### config.mk
export PLATFORM = sky130hd
export DESIGN_NAME = i2c_target_link_flat
export DESIGN_NICKNAME = d
export VERILOG_FILES = /design/src/rtl/i2c_target_link_if.sv /design/src/rtl/i2c_target_link.sv /design/src/flat_wrapper.sv
export SDC_FILE = /design/constraint.sdc
export NUM_CORES = 1
export LEC_CHECK = 0
export ABC_AREA = 1
export BUFFER_PORTS_ARGS = -buffer_cell sky130_fd_sc_hd__clkbuf_2
export CORE_MARGIN = 2
export CORE_UTILIZATION = 35
export CTS_CLUSTER_SIZE = 30
export DETAILED_ROUTE_END_ITERATION = 8
export SLEW_MARGIN = 0
export SYNTH_ARGS = -nofsm -noshare
export SYNTH_HDL_FRONTEND = slang
export SYNTH_SLANG_ARGS = --single-unit
### constraint.sdc
create_clock -name clk -period 1.6 [get_ports clk]
set_input_delay 0.32 -clock clk [delete_from_list [all_inputs] [get_ports clk]]
set_output_delay 0.32 -clock clk [all_outputs]
set_load 0.01 [all_outputs]
### src/rtl/i2c_target_link_if.sv
// Signal bundle for the I2C target link: the filtered bus lines, the
// open-drain SDA enable, and the byte-level handshake to the user logic.
interface i2c_target_link_if;
    logic       scl_i;
    logic       sda_i;
    logic       sda_oe;
    logic       start_o;
    logic       stop_o;
    logic       sel_o;
    logic       rw_o;
    logic       wr_valid;
    logic [7:0] wr_data;
    logic       rd_req;
    logic [7:0] rd_data;
    logic       busy;

    modport slave (
        input  scl_i, sda_i, rd_data,
        output sda_oe, start_o, stop_o, sel_o, rw_o, wr_valid, wr_data, rd_req, busy
    );

    modport master (
        output scl_i, sda_i, rd_data,
        input  sda_oe, start_o, stop_o, sel_o, rw_o, wr_valid, wr_data, rd_req, busy
    );
endinterface

### src/rtl/i2c_target_link.sv
// I2C target (slave) byte link. Detects START/STOP, matches a 7-bit address,
// ACKs address and write bytes, and serialises read bytes fetched through a
// request/data handshake. SCL is never stretched; SDA is only pulled low.
module i2c_target_link #(
    parameter logic [6:0] DEV_ADDR = 7'h50
) (
    input  logic             clk,
    input  logic             rstn,
    i2c_target_link_if.slave bus
);

    localparam logic [2:0] IDLE      = 3'd0;
    localparam logic [2:0] ADDR      = 3'd1;
    localparam logic [2:0] ADDR_ACK  = 3'd2;
    localparam logic [2:0] WRITE     = 3'd3;
    localparam logic [2:0] WRITE_ACK = 3'd4;
    localparam logic [2:0] READ      = 3'd5;
    localparam logic [2:0] READ_ACK  = 3'd6;

    logic [2:0] state_q,   state_d;
    logic [2:0] bitCnt_q,  bitCnt_d;
    logic [7:0] shift_q,   shift_d;
    logic       sdaOe_q,   sdaOe_d;
    logic       ackPend_q, ackPend_d;
    logic       start_q,   start_d;
    logic       stop_q,    stop_d;
    logic       sel_q,     sel_d;
    logic       rw_q,      rw_d;
    logic       wrValid_q, wrValid_d;
    logic [7:0] wrData_q,  wrData_d;
    logic       rdReq_q,   rdReq_d;
    logic       rdLoad_q;
    logic       scl_q,     sda_q;

    logic       sclRise;
    logic       sclFall;
    logic       startCond;
    logic       stopCond;
    logic [7:0] shiftIn;

    assign sclRise   = bus.scl_i & ~scl_q;
    assign sclFall   = ~bus.scl_i & scl_q;
    assign startCond = bus.scl_i & scl_q & sda_q & ~bus.sda_i;
    assign stopCond  = bus.scl_i & scl_q & ~sda_q & bus.sda_i;
    assign shiftIn   = {shift_q[6:0], bus.sda_i};

    // Next-state logic: bus conditions first, then per-state SCL edge actions.
    always_comb begin
        state_d   = state_q;
        bitCnt_d  = bitCnt_q;
        shift_d   = shift_q;
        sdaOe_d   = sdaOe_q;
        ackPend_d = ackPend_q;
        rw_d      = rw_q;
        wrData_d  = wrData_q;
        start_d   = 1'b0;
        stop_d    = 1'b0;
        sel_d     = 1'b0;
        wrValid_d = 1'b0;
        rdReq_d   = 1'b0;

        if (startCond) begin
            start_d   = 1'b1;
            state_d   = ADDR;
            bitCnt_d  = 3'd0;
            sdaOe_d   = 1'b0;
            ackPend_d = 1'b0;
        end else if (stopCond) begin
            stop_d    = 1'b1;
            state_d   = IDLE;
            sdaOe_d   = 1'b0;
            ackPend_d = 1'b0;
        end else begin
            if (rdLoad_q) begin
                shift_d = bus.rd_data;
            end
            case (state_q)
                ADDR: begin
                    if (ackPend_q) begin
                        if (sclFall) begin
                            sdaOe_d   = 1'b1;
                            state_d   = ADDR_ACK;
                            ackPend_d = 1'b0;
                        end
                    end else if (sclRise) begin
                        shift_d  = shiftIn;
                        bitCnt_d = bitCnt_q + 3'd1;
                        if (bitCnt_q == 3'd7) begin
                            if (shiftIn[7:1] == DEV_ADDR) begin
                                sel_d     = 1'b1;
                                rw_d      = shiftIn[0];
                                rdReq_d   = shiftIn[0];
                                ackPend_d = 1'b1;
                            end else begin
                                state_d = IDLE;
                            end
                        end
                    end
                end
                ADDR_ACK: begin
                    if (sclFall) begin
                        if (rw_q) begin
                            state_d  = READ;
                            sdaOe_d  = ~shift_q[7];
                            shift_d  = {shift_q[6:0], 1'b0};
                            bitCnt_d = 3'd1;
                        end else begin
                            state_d  = WRITE;
                            sdaOe_d  = 1'b0;
                            bitCnt_d = 3'd0;
                        end
                    end
                end
                WRITE: begin
                    if (ackPend_q) begin
                        if (sclFall) begin
                            sdaOe_d   = 1'b1;
                            state_d   = WRITE_ACK;
                            ackPend_d = 1'b0;
                        end
                    end else if (sclRise) begin
                        shift_d  = shiftIn;
                        bitCnt_d = bitCnt_q + 3'd1;
                        if (bitCnt_q == 3'd7) begin
                            wrValid_d = 1'b1;
                            wrData_d  = shiftIn;
                            ackPend_d = 1'b1;
                        end
                    end
                end
                WRITE_ACK: begin
                    if (sclFall) begin
                        sdaOe_d = 1'b0;
                        state_d = WRITE;
                    end
                end
                READ: begin
                    if (sclFall) begin
                        if (bitCnt_q == 3'd0) begin
                            sdaOe_d   = 1'b0;
                            state_d   = READ_ACK;
                            ackPend_d = 1'b0;
                        end else begin
                            sdaOe_d  = ~shift_q[7];
                            shift_d  = {shift_q[6:0], 1'b0};
                            bitCnt_d = bitCnt_q + 3'd1;
                        end
                    end
                end
                READ_ACK: begin
                    if (ackPend_q) begin
                        if (sclFall) begin
                            state_d   = READ;
                            sdaOe_d   = ~shift_q[7];
                            shift_d   = {shift_q[6:0], 1'b0};
                            bitCnt_d  = 3'd1;
                            ackPend_d = 1'b0;
                        end
                    end else if (sclRise) begin
                        if (!bus.sda_i) begin
                            rdReq_d   = 1'b1;
                            ackPend_d = 1'b1;
                        end else begin
                            state_d = IDLE;
                        end
                    end
                end
                default: ;
            endcase
        end
    end

    // Previous-cycle SCL/SDA levels for edge and bus-condition detection.
    always_ff @(posedge clk or posedge rstn) begin
        if (rstn) begin
            scl_q <= 1'b1;
            sda_q <= 1'b1;
        end else begin
            scl_q <= bus.scl_i;
            sda_q <= bus.sda_i;
        end
    end

    // Protocol state, shift path and registered outputs.
    always_ff @(posedge clk or posedge rstn) begin
        if (rstn) begin
            state_q   <= IDLE;
            bitCnt_q  <= 3'd0;
            shift_q   <= 8'h00;
            sdaOe_q   <= 1'b0;
            ackPend_q <= 1'b0;
            start_q   <= 1'b0;
            stop_q    <= 1'b0;
            sel_q     <= 1'b0;
            rw_q      <= 1'b0;
            wrValid_q <= 1'b0;
            wrData_q  <= 8'h00;
            rdReq_q   <= 1'b0;
            rdLoad_q  <= 1'b0;
        end else begin
            state_q   <= state_d;
            bitCnt_q  <= bitCnt_d;
            shift_q   <= shift_d;
            sdaOe_q   <= sdaOe_d;
            ackPend_q <= ackPend_d;
            start_q   <= start_d;
            stop_q    <= stop_d;
            sel_q     <= sel_d;
            rw_q      <= rw_d;
            wrValid_q <= wrValid_d;
            wrData_q  <= wrData_d;
            rdReq_q   <= rdReq_d;
            rdLoad_q  <= rdReq_q;
        end
    end

    assign bus.sda_oe   = sdaOe_q;
    assign bus.start_o  = start_q;
    assign bus.stop_o   = stop_q;
    assign bus.sel_o    = sel_q;
    assign bus.rw_o     = rw_q;
    assign bus.wr_valid = wrValid_q;
    assign bus.wr_data  = wrData_q;
    assign bus.rd_req   = rdReq_q;
    assign bus.busy     = (state_q != IDLE);

endmodule

### src/flat_wrapper.sv
// flat-port wrapper written by rule: the top's interface ports become plain ports
module i2c_target_link_flat 
#(
    parameter logic [6:0] DEV_ADDR = 7'h50
)
  (clk, rstn, bus_scl_i, bus_sda_i, bus_rd_data, bus_sda_oe, bus_start_o, bus_stop_o, bus_sel_o, bus_rw_o, bus_wr_valid, bus_wr_data, bus_rd_req, bus_busy);
  i2c_target_link_if bus_i ();
  input  logic clk;
  input  logic rstn;
  input wire logic [$bits(bus_i.scl_i)-1:0] bus_scl_i;
  input wire logic [$bits(bus_i.sda_i)-1:0] bus_sda_i;
  input wire logic [$bits(bus_i.rd_data)-1:0] bus_rd_data;
  output wire logic [$bits(bus_i.sda_oe)-1:0] bus_sda_oe;
  output wire logic [$bits(bus_i.start_o)-1:0] bus_start_o;
  output wire logic [$bits(bus_i.stop_o)-1:0] bus_stop_o;
  output wire logic [$bits(bus_i.sel_o)-1:0] bus_sel_o;
  output wire logic [$bits(bus_i.rw_o)-1:0] bus_rw_o;
  output wire logic [$bits(bus_i.wr_valid)-1:0] bus_wr_valid;
  output wire logic [$bits(bus_i.wr_data)-1:0] bus_wr_data;
  output wire logic [$bits(bus_i.rd_req)-1:0] bus_rd_req;
  output wire logic [$bits(bus_i.busy)-1:0] bus_busy;
  assign bus_i.scl_i = bus_scl_i;
  assign bus_i.sda_i = bus_sda_i;
  assign bus_i.rd_data = bus_rd_data;
  assign bus_sda_oe = bus_i.sda_oe;
  assign bus_start_o = bus_i.start_o;
  assign bus_stop_o = bus_i.stop_o;
  assign bus_sel_o = bus_i.sel_o;
  assign bus_rw_o = bus_i.rw_o;
  assign bus_wr_valid = bus_i.wr_valid;
  assign bus_wr_data = bus_i.wr_data;
  assign bus_rd_req = bus_i.rd_req;
  assign bus_busy = bus_i.busy;
  i2c_target_link #(.DEV_ADDR(DEV_ADDR)) u_core (.clk(clk), .rstn(rstn), .bus(bus_i));
endmodule
==> impl_metrics.tcl <==
set metrics [dict create \
    run_status "finished clean" \
    finalWeightedCongestion 0.8839 \
    synth.most_common_cell "nand2_1" \
    seqPwrFrac_pct 44.6 \
    switchingPower_uw 555.4 \
    synth-warning-count 0 \
    first_pass_grt_wire_length_um 9411 \
    worst_setup_hold_path_clk_slew_ns 0.08 \
    finalWorstPathRequiredPeriod_ns 1.574 \
    cts_inserted_buffers 5 \
    vdd_drop_max_v 0.0004371 \
    worst_setup_path_startpoint "u_core.scl_q" \
    timing.hold.worst.class "primary input to asynchronous set/reset pin" \
    detailed_place_hpwl_um 4245 \
    achievable-frequency_ghz 0.6354 \
    area_growth_pct 26.82 \
    ys_seq_elements 33 \
    effective_utilization_at_floorplan_pct 36.68 \
    min_period_over_period_pct 98.36 \
    max_slew_margin_pct 68.94 \
    drt_pass1_iterations 7 \
    reg2regPathDepth 7 \
    clock_tree.buffer_depth 2 \
    synth-edff-count 0 \
    detail_route.vias_per_cell 4.820 \
    synth_flop_cell "dfrtp_1" \
    drtAntennaViolNets 0 \
    cts.htree.levels 2 \
    die_y_um 83.23 \
    regArea_um2 830.8 \
    route.final.wire_length_um 5738 \
    post_synth_num_cell_types 28 \
    synthDominantCellAreaShare_pct 35.31 \
    timing.final.setup_violations 0 \
    synth_area_leaders "dfrtp_1 (35%), nand2_1 (21%), inv_1 (6.5%), nand3_1 (5.5%), o21ai_0 (4.3%)" \
    swShare_pct 27.83 \
    total_congestion_overflow 0 \
    rsz0062_at_grt "true" \
    final_stage_net_count 394 \
    comb_power_share_pct 14.8 \
    place.detailed.instances 444 \
    placement.io_buffers 27 \
    synth_sequential_area_ratio_pct 37.70 \
    worst-slew-pin-transition_ns 0.4658 \
    total_leakage_power_nw 1.573 \
    yosysTopAreaCell "dfrtp_1" \
    hold_viol_final 0 \
    worst_ep_arrival_time_ns 1.75 \
    grt_use_total_pct 16.63 \
    die_width_um 83.23 \
    data_required_time_at_the_worst_endpoint_ns 1.77 \
    synthCells 320 \
    postSynth.asyncResetShare_pct 100.0 \
    maximum_number_of_pins_on_one_net_before_global_route_repair 34 \
    critPathMaxFanout 6 \
    die_area_um2 6927 \
    worst_setup_path_end_kind "flop" \
    drt-initial-drc-count 80 \
    max_cap_viol_count 0 \
    clkLatencyLatePin_ns 0.29 \
    proportion_of_power_drawn_by_the_clock_network_pct 40.6 \
    tritoncts "yes" \
    multi_input_gate_area_um2 1200 \
    core_area_um2 5991 \
    fin_worst_skew_ns 0.004440 \
    route.vias.total 2193 \
    critPathKind "flop to flop" \
    cts-root-buf "clkbuf_8" \
    drc 0 \
    grt_pass1_vias 2040 \
    layout-drive-gt1-share_pct 29.74 \
    layoutNonFillerInstCount 455 \
    n_fill_cell 629 \
    tritoncts_num_sinks 33 \
    antenna-diode-count 0 \
    slew_violations 0 \
    grt_antenna_before_repair 0 \
    placement_rows 28 \
    power_per_standard_cell_area_nw_per_um2 716.2 \
    synthesis.nets 335 \
    ys_top_cells_by_count "nand2_1 (125), inv_1 (38), dfrtp_1 (31), nand3_1 (24), o21ai_0 (19)" \
    floorplan.io_pins 28 \
    total_power_mw 1.996 \
    critical_path.reg2reg.startpoint "u_core.scl_q" \
    post_synth_instance_area_um2 2197 \
    syn-mean-instance-area_um2 6.866 \
    internal-power_mw 1.440 \
    setup.worst_path.start_class "flop" \
    routed_wire_length_per_instance_um 12.61 \
]
state kept, by name (all words and copies together), names as in the netlist, 3 cells and up:
| name | cells |
|---|---|
| u_core.state_q | 3 |
| u_core.bus.wr_data | 8 |
| u_core.bitCnt_q | 3 |
| u_core.shift_q | 8 |
power by group through the flow:
stage | clock network, mW | registers, mW | logic [mW]
after detailed placement | 0 | 0.903 | 0.278
final | 0.811 | 0.890 | 0.295
after CTS | 0.834 | 0.887 | 0.281
after global placement | 0 | 0.901 | 0.277
after global routing | 0.869 | 0.893 | 0.330
after floorplan | 0 | 0.898 | 0.184
layout by cell type, fill, tap and decap left out, types with 8 or more instances in the layout:
| cell type | instances |
|---|---|
| inv_1 | 37 |
| nand2_2 | 10 |
| o21ai_1 | 11 |
| nand3_1 | 22 |
| nor2_4 | 8 |
| dfrtp_1 | 29 |
| buf_4 | 29 |
| nor2_1 | 15 |
| clkbuf_2 | 26 |
| nand2_1 | 122 |
| o21ai_0 | 17 |
per-stage QoR:
stage	hold WS [ns]	area, um2	setup WS [ns]	setup TNS (ns)	utilization, %
after CTS	0.1106	2705	0.008672	0	45.15
after floorplan	0.3245	2197	0.1403	0	-
after global routing	0.1442	2786	-0.04725	-0.2597	46.51
after detailed placement	0.3649	2587	0.02810	0	43.19
after global placement	0.3659	2587	0.05833	0	43.19
final	0.09256	2786	0.02621	0	46.51
worst paths after layout:
kind	to	slack, ns
setup / recovery	u_core.state_q[2]	0.03
hold / removal	u_core.bus.wr_data[4]	0.09
setup reg to reg	u_core.state_q[2]	0.03
hold reg to reg	u_core.rdLoad_q	0.38
max in group asynchronous	u_core.scl_q	1.17
min in group clk	u_core.scl_q	0.25
critical path: stages, from the launching register on:
cell	delay (ns)
dfstp_2	0.59
inv_2	0.08
nor2_4	0.14
nor2_1	0.09
o21ai_2	0.17
nand3_2	0.15
o21ai_1	0.18
nand2_1	0.07
routing by layer:
metal	global-route usage [%]	share of wire [%]	vias to the layer above	wire length [um]
li1	-	-	1120	-
met1	21.25	46	1021	2627
met2	28.15	49	45	2804
met3	3.082	3.9	7	226
met4	5.663	1.4	0	79
met5	0	0	-	0
layout make-up:
type | count | share of cell area [%]
Timing Repair Buffer | 58 | 13.47
Tap cell | 75 | 3.368
Clock buffer | 5 | 2.470
Sequential cell | 33 | 29.82
Inverter | 45 | 6.152
Multi-Input combinational cell | 236 | 43.06
Clock inverter | 3 | 1.661
timing repair:
action                     4_1_cts  5_1_grt
pin swaps                        0        6
hold buffers                     0        0
gates resized for setup          1       21
setup endpoints to repair        2       25
cloned                           0        1
buffers inserted                 0        2
cells by family (layout without fill, tap and decap cells):
group | count (synthesis) | in the layout | share of synthesized area, %
buffers and inverters | 52 | 111 | 10.25
adder cells (fa/ha/maj) | 3 | 3 | 1.709
AND/OR/NAND/NOR | 194 | 195 | 40.66
AO/OA/AOI/OAI | 38 | 38 | 9.681
flip-flops | 33 | 33 | 37.70
No activity file was read; power rests on OpenSTA's default activity.
